### src/rtl/spiflash_cmd_seq.sv
// Sequences SPI flash write-enable/erase/program/status commands over the flash controller's
// config Wishbone port. Define SPIFLASH_POLL_TIMEOUT_EN to bound busy polling by POLL_MAX.
module spiflash_cmd_seq #(
  parameter logic [23:0] POLL_MAX = 24'hFFFFFF
) (
  input  logic        wb_clk_i,
  input  logic        resetn,
  input  logic        cmd_valid,
  output logic        cmd_ready,
  input  logic [1:0]  cmd_op,
  input  logic [23:0] cmd_addr,
  input  logic [8:0]  cmd_len,
  input  logic [7:0]  wr_data,
  input  logic        wr_valid,
  output logic        wr_ready,
  output logic        done,
  output logic [7:0]  status,
  output logic        err,
  output logic [2:0]  m_adr_o,
  output logic [31:0] m_dat_o,
  output logic [3:0]  m_sel_o,
  output logic        m_we_o,
  output logic        m_cyc_o,
  output logic        m_stb_o,
  input  logic [31:0] m_dat_i,
  input  logic        m_ack_i
);

  localparam logic [2:0] S_IDLE = 3'd0;
  localparam logic [2:0] S_WREN = 3'd1;
  localparam logic [2:0] S_CMD  = 3'd2;
  localparam logic [2:0] S_DATA = 3'd3;
  localparam logic [2:0] S_POLL = 3'd4;
  localparam logic [2:0] S_ENA  = 3'd5;
  localparam logic [2:0] S_DONE = 3'd6;

  // Bus access descriptor: {we, adr[2:0], sel[3:0], dat[31:0]}
  localparam logic [39:0] ACC_CS_LO = {1'b1, 3'd0, 4'b1011, 32'h0000_0100};
  localparam logic [39:0] ACC_CS_HI = {1'b1, 3'd0, 4'b1011, 32'h0000_0120};
  localparam logic [39:0] ACC_ENA   = {1'b1, 3'd0, 4'b1000, 32'h8000_0000};
  localparam logic [39:0] ACC_RX    = {1'b0, 3'd4, 4'b0001, 32'h0000_0000};

  function automatic logic [39:0] acc_tx(input logic [7:0] b);
    return {1'b1, 3'd4, 4'b0001, 24'h0, b};
  endfunction

  logic [2:0]  state_q, step_q;
  logic [1:0]  op_q;
  logic [23:0] addr_q;
  logic [8:0]  cnt_q;
  logic [7:0]  byte_q, status_q, opcode;
  logic        have_byte_q;
  logic        acc_req, acc_last, acc_done;
  logic [39:0] acc;

  always_comb begin
    case (op_q)
      2'd0:    opcode = 8'h20;
      2'd1:    opcode = 8'h02;
      2'd2:    opcode = 8'h05;
      default: opcode = 8'hAB;
    endcase
  end

  // Access wanted in the current state/step; acc_last marks the final access of a state.
  always_comb begin
    acc_req  = 1'b1;
    acc_last = 1'b0;
    acc      = ACC_CS_HI;
    case (state_q)
      S_WREN: begin
        case (step_q)
          3'd0:    acc = ACC_CS_LO;
          3'd1:    acc = acc_tx(8'h06);
          default: acc_last = 1'b1;
        endcase
      end
      S_CMD: begin
        case (step_q)
          3'd0: acc = ACC_CS_LO;
          3'd1: begin
            acc      = acc_tx(opcode);
            acc_last = op_q[1];
          end
          3'd2: acc = acc_tx(addr_q[23:16]);
          3'd3: acc = acc_tx(addr_q[15:8]);
          default: begin
            acc      = acc_tx(addr_q[7:0]);
            acc_last = 1'b1;
          end
        endcase
      end
      S_DATA: begin
        if (op_q == 2'd1 && cnt_q != 9'd0) begin
          acc_req = have_byte_q;
          acc     = acc_tx(byte_q);
        end else if (op_q == 2'd2 && step_q == 3'd0) begin
          acc = acc_tx(8'h00);
        end else if (op_q == 2'd2 && step_q == 3'd1) begin
          acc = ACC_RX;
        end else begin
          acc_last = 1'b1;
        end
      end
      S_POLL: begin
        case (step_q)
          3'd0:    acc = ACC_CS_LO;
          3'd1:    acc = acc_tx(8'h05);
          3'd2:    acc = acc_tx(8'h00);
          3'd3:    acc = ACC_RX;
          default: acc_last = 1'b1;
        endcase
      end
      S_ENA: begin
        acc      = ACC_ENA;
        acc_last = 1'b1;
      end
      default: acc_req = 1'b0;
    endcase
  end

  assign acc_done  = m_cyc_o && m_ack_i;
  assign cmd_ready = (state_q == S_IDLE);
  assign done      = (state_q == S_DONE);
  assign status    = status_q;
  assign wr_ready  = wr_valid && (state_q == S_DATA) && (op_q == 2'd1) && (cnt_q != 9'd0) &&
                     !have_byte_q;

`ifdef SPIFLASH_POLL_TIMEOUT_EN
  logic [23:0] poll_cnt_q;
  logic        err_q;
  logic        unused_dat;
  assign err        = err_q;
  assign unused_dat = ^m_dat_i[31:8];
`else
  logic unused_dat;
  assign err        = 1'b0;
  assign unused_dat = ^{m_dat_i[31:8], POLL_MAX};
`endif

  always_ff @(posedge wb_clk_i) begin
    if (!resetn) begin
      state_q     <= S_IDLE;
      step_q      <= 3'd0;
      op_q        <= 2'd0;
      addr_q      <= 24'd0;
      cnt_q       <= 9'd0;
      byte_q      <= 8'd0;
      have_byte_q <= 1'b0;
      status_q    <= 8'd0;
      m_cyc_o     <= 1'b0;
      m_stb_o     <= 1'b0;
      m_we_o      <= 1'b0;
      m_adr_o     <= 3'd0;
      m_dat_o     <= 32'd0;
      m_sel_o     <= 4'd0;
`ifdef SPIFLASH_POLL_TIMEOUT_EN
      poll_cnt_q  <= 24'd0;
      err_q       <= 1'b0;
`endif
    end else begin
      // Dropping cyc on the ack edge guarantees one idle cycle before the next access.
      if (acc_done) begin
        m_cyc_o <= 1'b0;
        m_stb_o <= 1'b0;
        m_we_o  <= 1'b0;
        if (!m_we_o) status_q <= m_dat_i[7:0];
      end else if (!m_cyc_o && acc_req) begin
        m_cyc_o <= 1'b1;
        m_stb_o <= 1'b1;
        {m_we_o, m_adr_o, m_sel_o, m_dat_o} <= acc;
      end

      if (wr_ready) begin
        byte_q      <= wr_data;
        have_byte_q <= 1'b1;
      end

      case (state_q)
        S_IDLE: begin
          if (cmd_valid) begin
            op_q        <= cmd_op;
            addr_q      <= cmd_addr;
            cnt_q       <= (cmd_len > 9'd256) ? 9'd256 : cmd_len;
            step_q      <= 3'd0;
            have_byte_q <= 1'b0;
            state_q     <= cmd_op[1] ? S_CMD : S_WREN;
`ifdef SPIFLASH_POLL_TIMEOUT_EN
            poll_cnt_q  <= 24'd0;
            err_q       <= 1'b0;
`endif
          end
        end
        S_DONE: state_q <= S_IDLE;
        default: begin
          if (acc_done) begin
            if (state_q == S_DATA && op_q == 2'd1 && cnt_q != 9'd0) begin
              cnt_q       <= cnt_q - 9'd1;
              have_byte_q <= 1'b0;
            end else if (!acc_last) begin
              step_q <= step_q + 3'd1;
            end else begin
              step_q <= 3'd0;
              case (state_q)
                S_WREN: state_q <= S_CMD;
                S_CMD:  state_q <= S_DATA;
                S_DATA: state_q <= op_q[1] ? S_ENA : S_POLL;
                S_POLL: begin
                  if (!status_q[0]) begin
                    state_q <= S_ENA;
`ifdef SPIFLASH_POLL_TIMEOUT_EN
                  end else if (poll_cnt_q >= POLL_MAX - 24'd1) begin
                    err_q   <= 1'b1;
                    state_q <= S_ENA;
                  end else begin
                    poll_cnt_q <= poll_cnt_q + 24'd1;
`endif
                  end
                end
                default: state_q <= S_DONE;
              endcase
            end
          end
        end
      endcase
    end
  end

endmodule
### config.mk
export PLATFORM = sky130hd
export DESIGN_NAME = spiflash_cmd_seq
export DESIGN_NICKNAME = d
export VERILOG_FILES = /design/src/rtl/spiflash_cmd_seq.sv
export SDC_FILE = /design/constraint.sdc
export NUM_CORES = 1
export LEC_CHECK = 0
export CELL_PAD_IN_SITES_DETAIL_PLACEMENT = 1
export CELL_PAD_IN_SITES_GLOBAL_PLACEMENT = 1
export CORE_UTILIZATION = 41
export DETAILED_ROUTE_END_ITERATION = 10
export DONT_BUFFER_PORTS = 1
export PLACE_DENSITY = 0.79
export SKIP_LAST_GASP = 1
export SLEW_MARGIN = 40
export SYNTH_ARGS = -nofsm -noshare
export SYNTH_HDL_FRONTEND = slang
export SYNTH_SLANG_ARGS = --single-unit
### constraint.sdc
create_clock -name wb_clk_i -period 2.2 [get_ports wb_clk_i]
set_input_delay 0.22 -clock wb_clk_i [delete_from_list [all_inputs] [get_ports wb_clk_i]]
set_output_delay 0.22 -clock wb_clk_i [all_outputs]
set_load 0.005 [all_outputs]
==> flow_summary.toml <==
[floorplan]
dieArea_um2 = 10010
die_w_um = 100.0
start_util_pct = 42.45
coreArea_um2 = 9284
die_height_um = 100.0
ios = 134
rows = 35

[grt]
antenna_found_initial = 0
grt_usage_pct = 29.18
grt-ovfl-total = 0
grt_pass1_wl_um = 22260
grt_pass1_vias = 4239
grt_max_degree = 36

[worst_setup_path]
worstSetupStartpoint = "cnt_q[0]"
cp-start-kind = "flip-flop"
r2r-start = "cnt_q[0]"
crit_chain = "inv_2 > ha_4 > or4b_4 > buf_6 > o21ai_4 > o41a_1 > buf_12 > o21ai_0 > a31oi_1"
r2r-end = "m_dat_o[0]"
endpoint = "m_dat_o[0]"
critPathCaptureType = "flip-flop"
cp.arrival_ns = 2.52
critical_path_peak_fanout = 17
crit_required_ns = 2.48
reg2reg_slack_ns = -0.04
critPathKind = "reg -> reg"
crit_slowest_cell = "or4b_4"
worstRegToRegCells = 9
cp_slowest_stage_delay_ns = 0.49

[synthesis]
yosysTopAreaCell = "dfxtp_1"
ys_ff_latch = 73
synth_common_cells = "nand2_1 (90), dfxtp_1 (73), a21oi_1 (52)"
ys_warn_count = 0
yosysTopAreaCellShare_pct = 37.08
ys_async_sr_fraction_pct = 0
postSynthCellCount = 493
synth_area_leaders = "dfxtp_1 (37%), nand2_1 (8.6%), a21oi_1 (6.6%)"
synth_flop_cell = "dfxtp_1"
synth_cell_types = 67
syn_avg_cell_area_um2 = 7.994
synth_area_um2 = 3941
yosysSeqAreaShare_pct = 37.08
synth.most_common_cell = "nand2_1"
synth-edff-count = 0

[cts]
tritoncts = "yes"
cts_sinks = 73
root_buffer = "clkbuf_8"
clkLatencyLatePin_ns = 0.37
cts_buffer_depth = 2
cts-htree-levels = 3
cts_buffers = 9
clk_pin_slew_ns = 0.09

[sta]
worstMarginPinSlew_ns = 0.6058
slew_headroom_pct = 59.47
fin_skew_ns = 0.008016
setup_ws_ns = -0.03659
period_share_pct = 101.7
setup_viol = 5
hold_slack_ns = 0.001482
hold_viol_final = 0
max_freq_mhz = 447.1
rsz0062_at_grt = "true"
timing.final.crit_period_ns = 2.237
slew_violations = 0

[flow_run]
drv_cap = 0

[pwr]
p_total_mw = 6.307
p_per_area_nw_per_um2 = 1233
ir_drop_mv = 0.5869
power_leakage_nw = 2.038

[detailed_routing]
dr_total_vias = 4077
wl_per_cell_um = 20.99
drt_iter0_markers = 273
antenna_left = 0
avgViaCountPerCell = 5.816
wirelength_um = 14720
first_pass_iters = 5
drc = 0

[placement]
portBuffers = 0
place_ws_ns = -0.1003
dpl.hpwl_um = 9006
dpl_cell_area_um2 = 4242
gp_congestion = 0.9144

[run_status]
status = "finished, violations left"
violations = "setup timing"

[cells_and_area]
final_nets = 657
layout-drive-gt1-share_pct = 19.93
antenna_cells = 0
stdcell_area_um2 = 5114
multi_input_area_um2 = 2293
regArea_um2 = 1465
utilization_pct = 55.08
fillers = 1110
syn_to_final_growth_pct = 29.75

[worst_hold_path]
hold_path_class = "in -> reg"
[sequential cells by signal, indices dropped and copies added, names as in the netlist, named ones only]
| name | flops |
|---|---|
| state_q | 2 |
| op_q | 2 |
| m_adr_o | 1 |
| cnt_q | 9 |
| m_we_o | 1 |
| m_stb_o | 1 |
| byte_q | 8 |
| m_dat_o | 10 |
| step_q | 3 |
| addr_q | 24 |
| m_sel_o | 2 |
| status | 8 |
| have_byte_q | 1 |
[placed cells by master (no fill, tap or decap), types with 4 or more instances in the layout]
cell type	Yosys	layout
dlygate4sd3_1	0	34
nand3_1	6	6
nand2_1	90	89
inv_2	1	4
buf_4	29	57
or3_1	5	5
inv_1	13	10
dfxtp_1	73	70
nor2_1	30	30
nand2b_1	7	6
o22ai_1	4	4
ha_1	10	8
a31oi_1	8	8
conb_1	1	26
mux2i_1	9	9
o211a_1	4	4
o21ai_1	4	4
a21oi_1	52	49
o21ai_0	12	12
buf_6	1	7
clkbuf_8	0	9
a22oi_1	5	4
o211ai_1	11	11
nor3_1	10	9
a221o_1	5	5
[critical path: cells and delay by family, from the launching register on]
kind	cells	cell delay [ns]
buf+inv	3	0.42
compound gates	4	0.78
flops	1	0.33
simple gates	1	0.49
fa+ha+maj	1	0.13
[through the flow]
step | cells | TNS (ns)
floorplan | 518 | 0
global placement | 634 | 0
detailed placement | 634 | -0.2497
CTS | 696 | -0.1942
global route | 701 | -0.8554
finish | 701 | -0.1051
[metal layers]
metal  track usage (%)  vias up  wire length [um]
met5                 0        -                 0
met4             12.82        0               494
met3             7.869       51              1144
met2             50.82      192              7505
met1             33.58     1979              5572
li1                  -     1855                 -
[report_power, final]
group	switching, mW	total, mW	internal, mW
combinational	1.69	3.03	1.34
sequential	0.295	1.94	1.64
clock	0.572	1.34	0.767
[kinds of logic after synthesis]
group	share of synthesized area (%)
buffers and inverters	10.63
adders and majority gates	3.175
other	0.09515
and+or+nand+nor	20.95
xor gates and xnor gates	0.2223
muxes	2.286
AOI/OAI and AO/OA	25.56
DFF	37.08
[how the worst min path moves through the flow]
stage / startpoint / end / slack (ns) / cells past startpoint
2_1_floorplan: cmd_addr[0] / addr_q[0] / 0.36 / 2
4_1_cts: cmd_op[1] / op_q[1] / 0.0005 / 2
5_1_grt: cmd_op[1] / op_q[1] / 0.006 / 2
3_3_place_gp: cmd_addr[16] / addr_q[16] / 0.36 / 2
6_report: cmd_op[1] / op_q[1] / 0.001 / 2
3_5_place_dp: m_dat_i[5] / status[5] / 0.37 / 2
[area by class of cell]
| class | count | share of cell area [%] |
|---|---|---|
| multi-input combinational | 368 | 44.85 |
| sequential | 73 | 28.65 |
| tap | 129 | 3.156 |
| clock inverter | 7 | 2.471 |
| timing repair buffer | 100 | 17.35 |
| inverter | 15 | 1.101 |
| clock buffer | 9 | 2.422 |
[repair_timing]
action	4_1_cts	5_1_grt
endpoints found under the setup margin	10	33
pin swaps	4	17
hold buffers	34	0
cloned	0	1
gates resized for setup	16	22
hold endpoints to repair	40	0
buffers inserted	12	5
Note: power is estimated with default switching activity, not from simulation.
